===== config.mk =====
export PLATFORM = sky130hd
export DESIGN_NAME = cam_pixel_sequencer
export DESIGN_NICKNAME = d
export VERILOG_FILES = /design/src/rtl/cam_pixel_sequencer.sv
export SDC_FILE = /design/constraint.sdc
export NUM_CORES = 1
export LEC_CHECK = 0
export ABC_AREA = 1
export CORE_MARGIN = 2
export CORE_UTILIZATION = 40
export DETAILED_ROUTE_END_ITERATION = 8
export HOLD_SLACK_MARGIN = 0.12
export MAX_ROUTING_LAYER = met4
export PLACE_DENSITY = 0.66
export SYNTH_ARGS = -nofsm -noshare
export SYNTH_HDL_FRONTEND = slang
export SYNTH_SLANG_ARGS = --single-unit

===== constraint.sdc =====
create_clock -name clk -period 3.8 [get_ports clk]
set_input_delay 0.76 -clock clk [delete_from_list [all_inputs] [get_ports clk]]
set_output_delay 0.76 -clock clk [all_outputs]
set_load 0.01 [all_outputs]

===== src/rtl/cam_pixel_sequencer.sv =====
// Camera raster to happy_feet pixel stream: frame alignment, x/y counting, clipping, per-frame status.
// Optional build macro FRAME_SKIP_EN forwards only every SKIP_N-th aligned frame.
module cam_pixel_sequencer #(
  parameter int IMG_WIDTH  = 640,
  parameter int IMG_HEIGHT = 480,
  parameter int SKIP_N     = 2
) (
  input  logic                          clk,
  input  logic                          rst_n,
  input  logic                          cam_fval,
  input  logic                          cam_lval,
  input  logic                          cam_dval,
  input  logic [11:0]                   cam_r,
  input  logic [11:0]                   cam_g,
  input  logic [11:0]                   cam_b,
  output logic signed [11:0]            pixel_r,
  output logic signed [11:0]            pixel_g,
  output logic signed [11:0]            pixel_b,
  output logic                          pixel_valid,
  output logic [$clog2(IMG_WIDTH)-1:0]  x,
  output logic [$clog2(IMG_HEIGHT)-1:0] y,
  output logic                          frame_done,
  output logic                          frame_err,
  output logic [15:0]                   frame_cnt
);

  localparam int CW = $clog2(IMG_WIDTH + 1);
  localparam int RW = $clog2(IMG_HEIGHT + 1);
  localparam int XW = $clog2(IMG_WIDTH);
  localparam int YW = $clog2(IMG_HEIGHT);
  localparam logic [CW-1:0] COL_MAX = CW'(IMG_WIDTH);
  localparam logic [RW-1:0] ROW_MAX = RW'(IMG_HEIGHT);

  if (SKIP_N < 1) begin : g_skip_chk
    $error("SKIP_N must be at least 1");
  end

  typedef enum logic [1:0] {SYNC, IDLE, ACTIVE, DONE} state_t;

  state_t          r_state;
  logic [CW-1:0]   r_col;
  logic [RW-1:0]   r_row;
  logic            r_err;
  logic            r_fwd;
  logic            r_fval_q;
  logic            r_lval_q;

  logic            w_fval_fall;
  logic            w_line_end;
  logic            w_pix;
  logic            w_in_range;
  logic            w_fwd_start;

  assign w_fval_fall = r_fval_q & ~cam_fval;
  // A frame end with an open line closes that line first.
  assign w_line_end  = ((r_lval_q & ~cam_lval) | w_fval_fall) & (r_col != '0);
  assign w_pix       = cam_fval & cam_lval & cam_dval;
  assign w_in_range  = (r_col < COL_MAX) && (r_row < ROW_MAX);

`ifdef FRAME_SKIP_EN
  localparam int PW = (SKIP_N > 1) ? $clog2(SKIP_N) : 1;
  logic [PW-1:0] r_phase;
  assign w_fwd_start = (r_phase == '0);
`else
  assign w_fwd_start = 1'b1;
`endif

  // Frame FSM, coordinate counters and all registered outputs.
  always_ff @(posedge clk) begin
    if (!rst_n) begin
      r_state     <= SYNC;
      r_col       <= '0;
      r_row       <= '0;
      r_err       <= 1'b0;
      r_fwd       <= 1'b0;
      r_fval_q    <= 1'b0;
      r_lval_q    <= 1'b0;
      pixel_r     <= 12'sd0;
      pixel_g     <= 12'sd0;
      pixel_b     <= 12'sd0;
      pixel_valid <= 1'b0;
      x           <= '0;
      y           <= '0;
      frame_done  <= 1'b0;
      frame_err   <= 1'b0;
      frame_cnt   <= 16'd0;
`ifdef FRAME_SKIP_EN
      r_phase     <= '0;
`endif
    end else begin
      r_fval_q    <= cam_fval;
      r_lval_q    <= cam_lval;
      pixel_valid <= 1'b0;
      x           <= '0;
      y           <= '0;
      frame_done  <= 1'b0;
      case (r_state)
        SYNC: begin
          if (!cam_fval) begin
            r_state <= IDLE;
          end
        end
        // IDLE is only entered with fval low, so a high level here is a fresh
        // rising edge, including one that arrived during DONE.
        IDLE: begin
          if (cam_fval) begin
            r_state <= ACTIVE;
            r_col   <= '0;
            r_row   <= '0;
            r_err   <= 1'b0;
            r_fwd   <= w_fwd_start;
`ifdef FRAME_SKIP_EN
            r_phase <= (r_phase == PW'(SKIP_N - 1)) ? '0 : r_phase + PW'(1);
`endif
          end
        end
        ACTIVE: begin
          if (w_fval_fall) begin
            r_state <= DONE;
          end
          if (w_line_end) begin
            if (r_col != COL_MAX) begin
              r_err <= 1'b1;
            end
            r_col <= '0;
            if (r_row < ROW_MAX) begin
              r_row <= r_row + RW'(1);
            end
          end else if (w_pix) begin
            if (w_in_range) begin
              r_col       <= r_col + CW'(1);
              pixel_valid <= r_fwd;
              if (r_fwd) begin
                x       <= r_col[XW-1:0];
                y       <= r_row[YW-1:0];
                pixel_r <= $signed(cam_r);
                pixel_g <= $signed(cam_g);
                pixel_b <= $signed(cam_b);
              end
            end else begin
              r_err <= 1'b1;
              if (r_col < COL_MAX) begin
                r_col <= r_col + CW'(1);
              end
            end
          end
        end
        DONE: begin
          r_state <= IDLE;
          if (r_fwd) begin
            frame_done <= 1'b1;
            frame_err  <= r_err | (r_row != ROW_MAX);
            frame_cnt  <= frame_cnt + 16'd1;
          end
        end
        default: begin
          r_state <= SYNC;
        end
      endcase
    end
  end

endmodule


# Word-level counts from Yosys, hierarchy flattened
# Cells that the tools add are included.
# classes
bitwise	15
order_cmp	2
reduce_logical	14
eq_ne	14
shift	0
div_mod_pow	0
n_mul	0
add_sub_neg	3
mux	21
# op_table
cell	count
10-bit two-way mux	5
9-bit two-way mux	3
10-bit one-hot mux with 2 select lines	1
9-bit one-hot mux with 2 select lines	1
16-bit by 1-bit adder with 16-bit output (second input constant)	1
10-bit by 1-bit adder with 10-bit output (second input constant)	1
10-bit < comparator (second input constant)	1
10-bit inequality test (second input constant)	1
2-bit inequality test (second input constant)	5
5-bit AND reduction	2
10-bit nonzero test	1
9-bit by 1-bit adder with 9-bit output (second input constant)	1
9-bit < comparator (second input constant)	1
3-bit inequality test (second input constant)	3
9-bit inequality test (second input constant)	1
1-bit NOT	8
2-bit one-hot mux with 4 select lines	1
4-bit AND reduction	2
1-bit two-way mux	6
2-bit two-way mux	3
2-bit AND reduction	3
6-bit OR reduction	1
1-bit bitwise AND	5
5-bit OR reduction	1
9 further kinds	11
# totals
word_cells	85
in_bits	41
romBits	0
memories	0
ff_bits	99
ram_bits	0
latchBits	0
out_inout_bits	74

# Logic depth before layout (Yosys ltp)
# logic_depth
word_depth	6
ltp_mapped	11
ltp_nobuf	11

# Worst setup path after synthesis
# OpenSTA, ideal clock, no wires.
# synth_path
path_kind	in2reg
from	in cam_dval
to	reg y[0]
t_arrival_ns	1.629
required_ns	3.739
setup_slack_ns	2.109
cell_stages	7
setup_time_ns	0.061
n_path_buf	1
path_cell_list	nand2_1 > nor2_1 > nand4_4 > inv_4 > nand2_4 > buf_12 > nor2_4
# synth_between
elab_chain_cells	3
# synth_rtl
element	line	text
from (decl)	12	input logic cam_dval,
1-bit bitwise AND	57	assign w_pix = cam_fval & cam_lval & cam_dval;
1-bit NOT (no line)	-	
6-bit OR reduction (no line)	-	
to (signal assigned)	135	y <= r_row[YW-1:0];
to (decl)	21	output logic [$clog2(IMG_HEIGHT)-1:0] y,
# No other way between the ends.
# A chain may end at the register's enable or synchronous reset.

# Worst setup path after layout
# layout_path
from	in cam_fval
to	reg y[8]
# layout_between
elab_chain_cells	5
elab_cells_between_ends	8
classes_between	bitwise: 7; reduce/logical: 1
# layout_rtl
element	line	text
from (decl)	10	input logic cam_fval,
1-bit NOT	54	assign w_fval_fall = r_fval_q & ~cam_fval;
1-bit bitwise AND	54	
1-bit bitwise OR	56	assign w_line_end = ((r_lval_q & ~cam_lval) | w_fval_fall) & (r_col != '0);
1-bit bitwise AND	56	
6-bit OR reduction (no line) *	-	
# Mark *: on every way between the ends. The rest lies on a longest branch, timed or not.

==> impl_metrics.tcl <==
set metrics [dict create \
    reg2reg_slack_ns 1.47 \
    ys_top_cells_by_count "nor2_1, dfxtp_1, nand2_1, inv_1, o21ai_0" \
    power_frac_clock 0.297 \
    h-tree-depth 3 \
    gp_congestion 0.8816 \
    rr_startpoint "r_state[0]$_SDFFE_PN0P_" \
    fin_nets 730 \
    min-delay-start "r_err$_SDFFE_PN0P_" \
    overflow 0 \
    hold_path.class "reg2reg" \
    cts_hold_buf 0 \
    grt_pass1_vias 3778 \
    initial_core_util 0.4080 \
    rsz0062_at_grt "false" \
    async_flop_share 0 \
    io_buffer_count 114 \
    synth_area_leader_cell "dfxtp_1" \
    num_vias 3946 \
    clockBufferDepth 2 \
    routed_wl_mm 10.05 \
    syn_nets 622 \
    ys_seq_area_frac 0.4501 \
    drt_iter0_markers 151 \
    p_leak_uw 0.002141 \
    ios 115 \
    hold_viol 0 \
    clock_latency_ns 0.37 \
    fin_setup_tns_ns 0 \
    drc 0 \
    worst_slew_pin_slew_ns 0.6751 \
    intPower_uw 1599 \
    drtPass1Iterations 6 \
    grt_pass1_wl_mm 17.06 \
    dp_hpwl_mm 7.513 \
    rows 38 \
    end_kind "flop" \
    design_area_mm2 0.005812 \
    synth_edf_count 0 \
    power_frac_seq 0.462 \
    setup_viol 0 \
    synth_area_mm2 0.004403 \
    ff2ff_path_depth 7 \
    synth_top_area_share 0.4501 \
    cts_setup_buffers 0 \
    synthCells 572 \
    syn_avg_cell_area_um2 7.698 \
    power.switching_uw 821.9 \
    switching_share 0.3395 \
    diodes 0 \
    final_max_slew_viol_count 0 \
    syn2layout_area_growth_pct 32.00 \
    combPwrFrac 0.241 \
    via_per_inst 4.783 \
    fmaxAchievable_mhz 396.1 \
    placed_area_mm2 0.005600 \
    final.min_clock_period_ns 2.525 \
    irDropWorstVdd_mv 0.2043 \
    hold-path-endpoint "r_err$_SDFFE_PN0P_" \
    synth_area_leaders "dfxtp_1, nor2_1, nand2_1" \
    die_width_um 108.9 \
    grt_start_max_net_pins 38 \
    track_usage 0.1844 \
    relSlewSlack 0.5495 \
    wire_per_inst_um 12.18 \
    worst_slack_ns 1.275 \
    synthFlopType "dfxtp_1" \
    die_area_mm2 0.01186 \
    timing.rr.end "y[8]$_SDFF_PP0_" \
    synth.most_common_cell "nor2_1" \
    holdWs_ns 0.4699 \
    postCtsResizedCells 0 \
    cts_buffers 9 \
    hold_path_depth 2 \
    powerDensity_mw_per_mm2 416.5 \
    start_kind "input port" \
    yosys_warnings 0 \
    clock-root-buffer "clkbuf_8" \
    place_ws_ns 0.8646 \
    finalClockSkew_ns 0.01856 \
    tritoncts "built" \
    antenna_left 0 \
    clk_pin_slew_ns 0.09 \
    crit_arrival_ns 2.82 \
    synth_seq_cells 99 \
    worstSetupPathType "in2reg" \
    worstPathMaxFanout 37 \
    core-area_mm2 0.01079 \
    cp_data_required_time_ns 4.09 \
    die_h_um 108.9 \
    cap_violations 0 \
    fin_crit_sh 0.6644 \
    drive_above_1_share 0.09781 \
    synth_cell_types 39 \
    antenna_found_initial 0 \
    cts.sinks 99 \
    outcome "finished, final reports clean" \
]
==> layout by cell type, fill, tap and decap left out, types with 11 or more instances in the layout <==
cell type        synthesis  layout
nor2_4                  11      11
o21ai_0                 51      51
nor2_1                 120     120
nand2_1                 80      80
nand3_1                 25      25
clkdlybuf4s50_1          0     114
a21oi_1                 25      25
nor2_2                  13      13
inv_1                   54      54
nor3_1                  14      14
dfxtp_1                 99      99
==> sequential cells by signal, indices dropped and copies added, names as in the netlist <==
signal,cells
pixel_g,12
pixel_r,12
r_row,9
r_err,1
r_fwd,1
pixel_valid,1
frame_err,1
frame_done,1
pixel_b,12
r_state,2
frame_cnt,16
r_lval_q,1
x,10
y,9
r_col,10
r_fval_q,1
==> power by group through the flow <==
stage / sequential [µW] / clock [µW] / combinational (µW)
after global placement: 1140 / 0 / 577
final: 1120 / 718 / 583
after CTS: 1120 / 736 / 582
after floorplan: 1140 / 0 / 435
after detailed placement: 1140 / 0 / 580
after global routing: 1130 / 774 / 662
==> worst max path at each step <==
stage              from              end
6_report       cam_fval  y[8]$_SDFF_PP0_
3_3_place_gp   cam_fval  x[8]$_SDFF_PP0_
4_1_cts        cam_fval  y[1]$_SDFF_PP0_
5_1_grt        cam_lval  x[9]$_SDFF_PP0_
3_5_place_dp   cam_fval  x[2]$_SDFF_PP0_
2_1_floorplan  cam_dval  y[0]$_SDFF_PP0_
==> area by class of cell <==
class / instances / area (µm²)
clock buffer: 9 / 123.9
tap: 140 / 175.2
fill: 1032 / 4981
clock inverter: 7 / 87.58
inverter: 62 / 235.2
multi-input combinational: 391 / 2044
sequential: 99 / 1982
timing repair buffer: 117 / 1164
==> routing by layer <==
layer | vias to the layer above | GRT usage | wire length [µm]
met3 | 22 | 0.04543 | 650
met5 | - | - | 0
met4 | 0 | 0.08059 | 259
met1 | 1772 | 0.2181 | 4467
li1 | 2042 | - | -
met2 | 110 | 0.2972 | 4671
==> critical path, stage by stage <==
cell and delay [ns]:
clkdlybuf4s50_1 0.52, inv_2 0.06, nor2_1 0.25, nand4_4 0.12, buf_4 0.26, inv_4 0.33
nand2_4 0.34, nor2_2 0.16
==> cells by family after synthesis <==
group | after synthesis | synth area share
flops | 99 | 0.4501
compound gates | 87 | 0.1091
fa+ha+maj | 9 | 0.02558
xor+xnor | 8 | 0.01591
simple gates | 287 | 0.3137
buf+inv | 82 | 0.08554
==> through the flow <==
step | total power [µW] | std cells | util
floorplan | 1570 | 572 | -
global placement | 1718 | 809 | 0.5189
detailed placement | 1724 | 809 | 0.5189
CTS | 2438 | 825 | 0.5385
global route | 2562 | 825 | 0.5385
finish | 2421 | 825 | 0.5385
(Power assumes the default switching activity.)
==> RTL change 1: new RTL, same flow settings <==
Add a define of `FRAME_SKIP_EN`.
--- a/src/rtl/cam_pixel_sequencer.sv
+++ b/src/rtl/cam_pixel_sequencer.sv
@@ -1,5 +1,7 @@
 // Camera raster to happy_feet pixel stream: frame alignment, x/y counting, clipping, per-frame status.
 // Optional build macro FRAME_SKIP_EN forwards only every SKIP_N-th aligned frame.
+`define FRAME_SKIP_EN
+
 module cam_pixel_sequencer #(
   parameter int IMG_WIDTH  = 640,
   parameter int IMG_HEIGHT = 480,
Behaviour: not the same (Yosys sat finds a counterexample within 10 cycles, from zero or initial values and one cycle with rst_n low).
==> RTL change 1 against the original RTL <==
Synthesized cell count increased by 1.7%. Largest cell class is now registers. Worst setup slack worse by 0.28 ns. Hold slack improved by 0.020 ns. Sequential cell count is the same. Routed wire length is 4.6% higher. Design area decreased by 1.1%. Register-to-register slack lost 0.43 ns. Synthesized area shrank 2.7%. Total power grew 2.4%.
==> RTL change 1: results (changes against the original RTL) <==
| Metric | Value |
|---|---|
| Reg2reg setup slack | `1.04 ns (-0.43 ns)` |
| Status | `finished clean` |
| Syn Area/Cell | `7.36 um2 (-4.4%)` |
| Metal2 WL | `4.94 mm (+5.7%)` |
| Worst rel slew slack | `45.9% (-9.0 points)` |
| Non-Filler Instances | `828 (+0.36%)` |
| Global-route wire length before repair | `17.0 mm (-0.52%)` |
| Share of layout cells above drive strength 1 | `4.91% (-4.9 points)` |
| RR Endpoint | `y[5]` |
| Total track usage | `18.8% (+0.37 points)` |
| Nets | `738 (+1.1%)` |
| Clk_skew | `0.0160 ns (-0.00255 ns)` |
| Pin count of the biggest net entering global routing | `60 (+58%)` |
| Post-Syn Nets | `632 (+1.6%)` |
| Number of filler cells placed in the layout | `1,005 (-2.6%)` |
| Placed cells | `813 (+0.49%)` |
| GPL Wtd Cong | `0.865 (-1.9%)` |
| Detailed Place HPWL | `7.47 mm (-0.51%)` |
| Vias post-DR | `3,922 (-0.61%)` |
| Hold Path End | `pixel_r[8]` |
| Area share of fa/ha/maj cells after synthesis | `2.63% (+0.071 points)` |
| Lkg Pwr | `2.17 nW (+1.4%)` |
| Iteration-0 DRC Markers | `181 (+20%)` |
| Seq/Total Area, Yosys | `46.3% (+1.2 points)` |
| Dominant cells by area after synthesis | `dfxtp_1 46%, nor2_1 12%, nand2_1 7.4%` |
| Compound-gate portion of the synthesized area | `9.32% (-1.6 points)` |
| DR pass1 iterations | `4 (-2)` |
| Cell variety after synth | `34 (-13%)` |
| Worst reg2reg path depth | `6 (-1)` |
| Top cells by count, synth | `138 x nor2_1, 99 x dfxtp_1, 84 x nand2_1` |
## RTL change 1: cell types whose count changed in the layout (fill, tap and decap cells not counted), sizes merged, moves of 3 or more
cell	delta
nor2	-4
inv	-4
a31oi	-4
o21ai	-5
bufinv	+3
nand3	+17
## RTL change 1: through the flow
step                      instance area [um2]  hold WS, ns  util, %
final                                    5750        0.490     55.4
after global routing                     5750        0.513     55.4
after CTS                                5750        0.493     55.4
after detailed placement                 5480        0.476     52.9
after global placement                   5480        0.460     52.9
after floorplan                          4280        0.434        -
## RTL change 1: power breakdown
group	internal, W	switching [W]
combinational	0.000171	0.000343
sequential	0.00107	0.0000268
clock	0.000517	0.000352
total	0.00176	0.000722
## RTL change 1: area by class of cell
cell class / instances / area, um2 / area share [%]
tap: 136 / 170 / 2.96
sequential: 99 / 1980 / 34.5
inverter: 65 / 246 / 4.29
timing repair buffer: 115 / 1150 / 20.0
clock buffer: 10 / 138 / 2.40
multi-input combinational: 398 / 1940 / 33.7
clock inverter: 5 / 125 / 2.18
## RTL change 1: cell families after synthesis
family,count (synthesis)
AO/OA/AOI/OAI,77
XOR/XNOR,8
flip-flops,99
AND/OR/NAND/NOR,304
adder cells (fa/ha/maj),9
buffers and inverters,85
## RTL change 1: worst max-delay path by stage
stage	startpoint	endpoint	slack, ns
global route	cam_fval	y[0]	0.76
finish	cam_fval	y[5]	1.0
global placement	cam_fval	x[2]	0.70
floorplan	cam_lval	r_col[4]	2.07
detailed placement	cam_fval	y[5]	0.60
CTS	cam_fval	y[5]	0.98
## RTL change 1: worst max-delay path, stage by stage
cell and delay (ns):
clkdlybuf4s50_1 0.55, nand3_1 0.15, a21oi_2 0.20, nand4_4 0.40, inv_4 0.49, nand2_2 0.31
nor2_1 0.20
==> RTL change 2: new RTL, same flow settings <==
Made on the original files. Re-encode `state_t` (4 states) as one-hot, 4 bits wide.
--- a/src/rtl/cam_pixel_sequencer.sv
+++ b/src/rtl/cam_pixel_sequencer.sv
@@ -35,7 +35,7 @@
     $error("SKIP_N must be at least 1");
   end
 
-  typedef enum logic [1:0] {SYNC, IDLE, ACTIVE, DONE} state_t;
+  typedef enum logic [3:0] {SYNC = 4'b0001, IDLE = 4'b0010, ACTIVE = 4'b0100, DONE = 4'b1000} state_t;
 
   state_t          r_state;
   logic [CW-1:0]   r_col;
Behaviour: no difference found for any inputs over 4 cycles, from zero or initial values and one cycle with rst_n low; so few cycles prove little.
==> RTL change 2 against the original RTL <==
Clock skew decreased by 0.0089 ns. Synthesized cell count up 7.9%. Worst setup slack gained 0.10 ns. Synthesized area increased by 2.5%. Design area up 2.0%. Global-route usage grew 0.43 points. Routed wire length up 6.2%. Sequential cell count increased by 2. Sequential share of layout area about the same. Utilization increased by 0.38 points. Count of clock-buffer cells in the layout unchanged. Critical path type unchanged. Largest cell class unchanged.
Power is not compared: it rests on default switching activity, and its combinational part moved more than twofold at a synthesized area within 25%.
==> RTL change 2: results (changes against the original RTL) <==
| Metric | Value |
|---|---|
| Status | `finished clean` |
| Routed vias/inst | `4.85 (+1.4%)` |
| CTS Buf Count | `9 (unchanged)` |
| Nets | `764 (+4.7%)` |
| Worst reg2reg path depth | `10 (+3)` |
| Global-route wire length before repair | `17.7 mm (+4.0%)` |
| Placed cells | `847 (+4.7%)` |
| Detailed Place HPWL | `7.59 mm (+0.97%)` |
| Share of layout cells above drive strength 1 | `8.85% (-0.93 points)` |
| Total track usage | `18.9% (+0.43 points)` |
| Reg2reg setup slack | `1.72 ns (+0.25 ns)` |
| Crit path DAT | `2.67 ns (-0.15 ns)` |
| Reg2reg start | `r_col[0]` |
| Post-Syn Instances | `617 (+7.9%)` |
| Post-place setup slack | `1.04 ns (+0.172 ns)` |
| Cell with the most instances after synthesis | `nand2_1` |
| Seq/Total Area, Yosys | `44.8% (-0.21 points)` |
| Worst path max stage delay | `0.57 ns (+0.05 ns)` |
| FMAX | `413 MHz (+4.3%)` |
| Dominant cells by area after synthesis | `dfxtp_1 45%, nand2_1 15%, a21oi_1 7.0%` |
| Number of filler cells placed in the layout | `1,027 (-0.48%)` |
| Worst hold margin | `0.462 ns (-0.00810 ns)` |
| Number of buffers added on ports | `114 (unchanged)` |
| Clock latency on the worst-skew pair | `0.35 ns (-0.02 ns)` |
| Final WL | `10.7 mm (+6.2%)` |
| Clk_skew | `0.00968 ns (-0.00888 ns)` |
| Largest reg by FF count | `frame_cnt` |
| Post-Syn Nets | `663 (+6.6%)` |
| DR pass1 iterations | `4 (-2)` |
| Cell variety after synth | `31 (-21%)` |
| Top cells by count, synth | `177 x nand2_1, 101 x dfxtp_1, 63 x a21oi_1` |
| RR Endpoint | `pixel_valid` |
| Pin count of the biggest net entering global routing | `55 (+45%)` |
| Number of global-route vias before repair | `3,892 (+3.0%)` |
| Crit path max fanout | `14 (-62%)` |
| Worst Setup EP | `r_col[0]` |
| Non-Filler Instances | `863 (+4.6%)` |
-- RTL change 2: cell types whose count changed in the layout (fill, tap and decap cells not counted), sizes merged, moves of 3 or more --
| cell | before | now |
|---|---|---|
| nand2 | 88 | 184 |
| nor2 | 144 | 76 |
| o21ai | 54 | 11 |
| a21oi | 26 | 63 |
| nand3 | 27 | 51 |
| ha | 9 | 5 |
| nand4 | 10 | 13 |
-- RTL change 2: layout make-up --
class | instances | area, um2 | area share [%]
clock inverter | 7 | 65.1 | 1.10
clock buffer | 9 | 225 | 3.80
sequential | 101 | 2020 | 34.1
tap | 140 | 175 | 2.95
timing repair buffer | 115 | 1150 | 19.4
multi-input combinational | 427 | 2050 | 34.6
inverter | 64 | 245 | 4.14
-- RTL change 2: worst min path at each step --
stage,cells after the start,from,endpoint
after floorplan,2,r_err,r_err
after global placement,2,pixel_r[1],pixel_r[1]
after detailed placement,2,r_err,r_err
after CTS,2,r_err,r_err
after global routing,2,pixel_g[4],pixel_g[4]
final,2,pixel_r[2],pixel_r[2]
-- RTL change 2: logic make-up (layout without fill, tap and decap cells) --
group                    Yosys count  count (layout)  share of synthesized area (%)
AO/OA/AOI/OAI                     76              76                           8.57
XOR/XNOR                           5               5                          0.970
adder cells (fa/ha/maj)            5               5                           1.39
AND/OR/NAND/NOR                  341             341                           34.5
buffers and inverters             89             195                           9.79
flip-flops                       101             101                           44.8
-- RTL change 2: through the flow --
step	area (um2)	utilization [%]	power (W)
floorplan	4510	-	0.00123
global placement	5640	51.6	0.00129
detailed placement	5640	51.6	0.00129
CTS	5930	54.2	0.00219
global route	5930	54.2	0.00226
finish	5930	54.2	0.00217
-- RTL change 2: worst max-delay path: cells and delay by family --
kind	cells	cell delay (ns)
compound gates	1	0.09
buf+inv	3	0.76
simple gates	6	1.05
-- RTL change 2: power breakdown --
part / internal, W / switching (W)
logic: 0.0000755 / 0.000101
registers: 0.00107 / 0.0000163
clock network: 0.000462 / 0.000440
-- RTL change 2: metal layers --
| layer | GRT usage [%] | part of all wire, % | vias up |
|---|---|---|---|
| li1 | - | - | 2164 |
| met1 | 23.7 | 46 | 1899 |
| met2 | 29.1 | 46 | 111 |
| met3 | 6.41 | 7.4 | 12 |
| met4 | 5.09 | 1.1 | 0 |
| met5 | - | 0 | - |
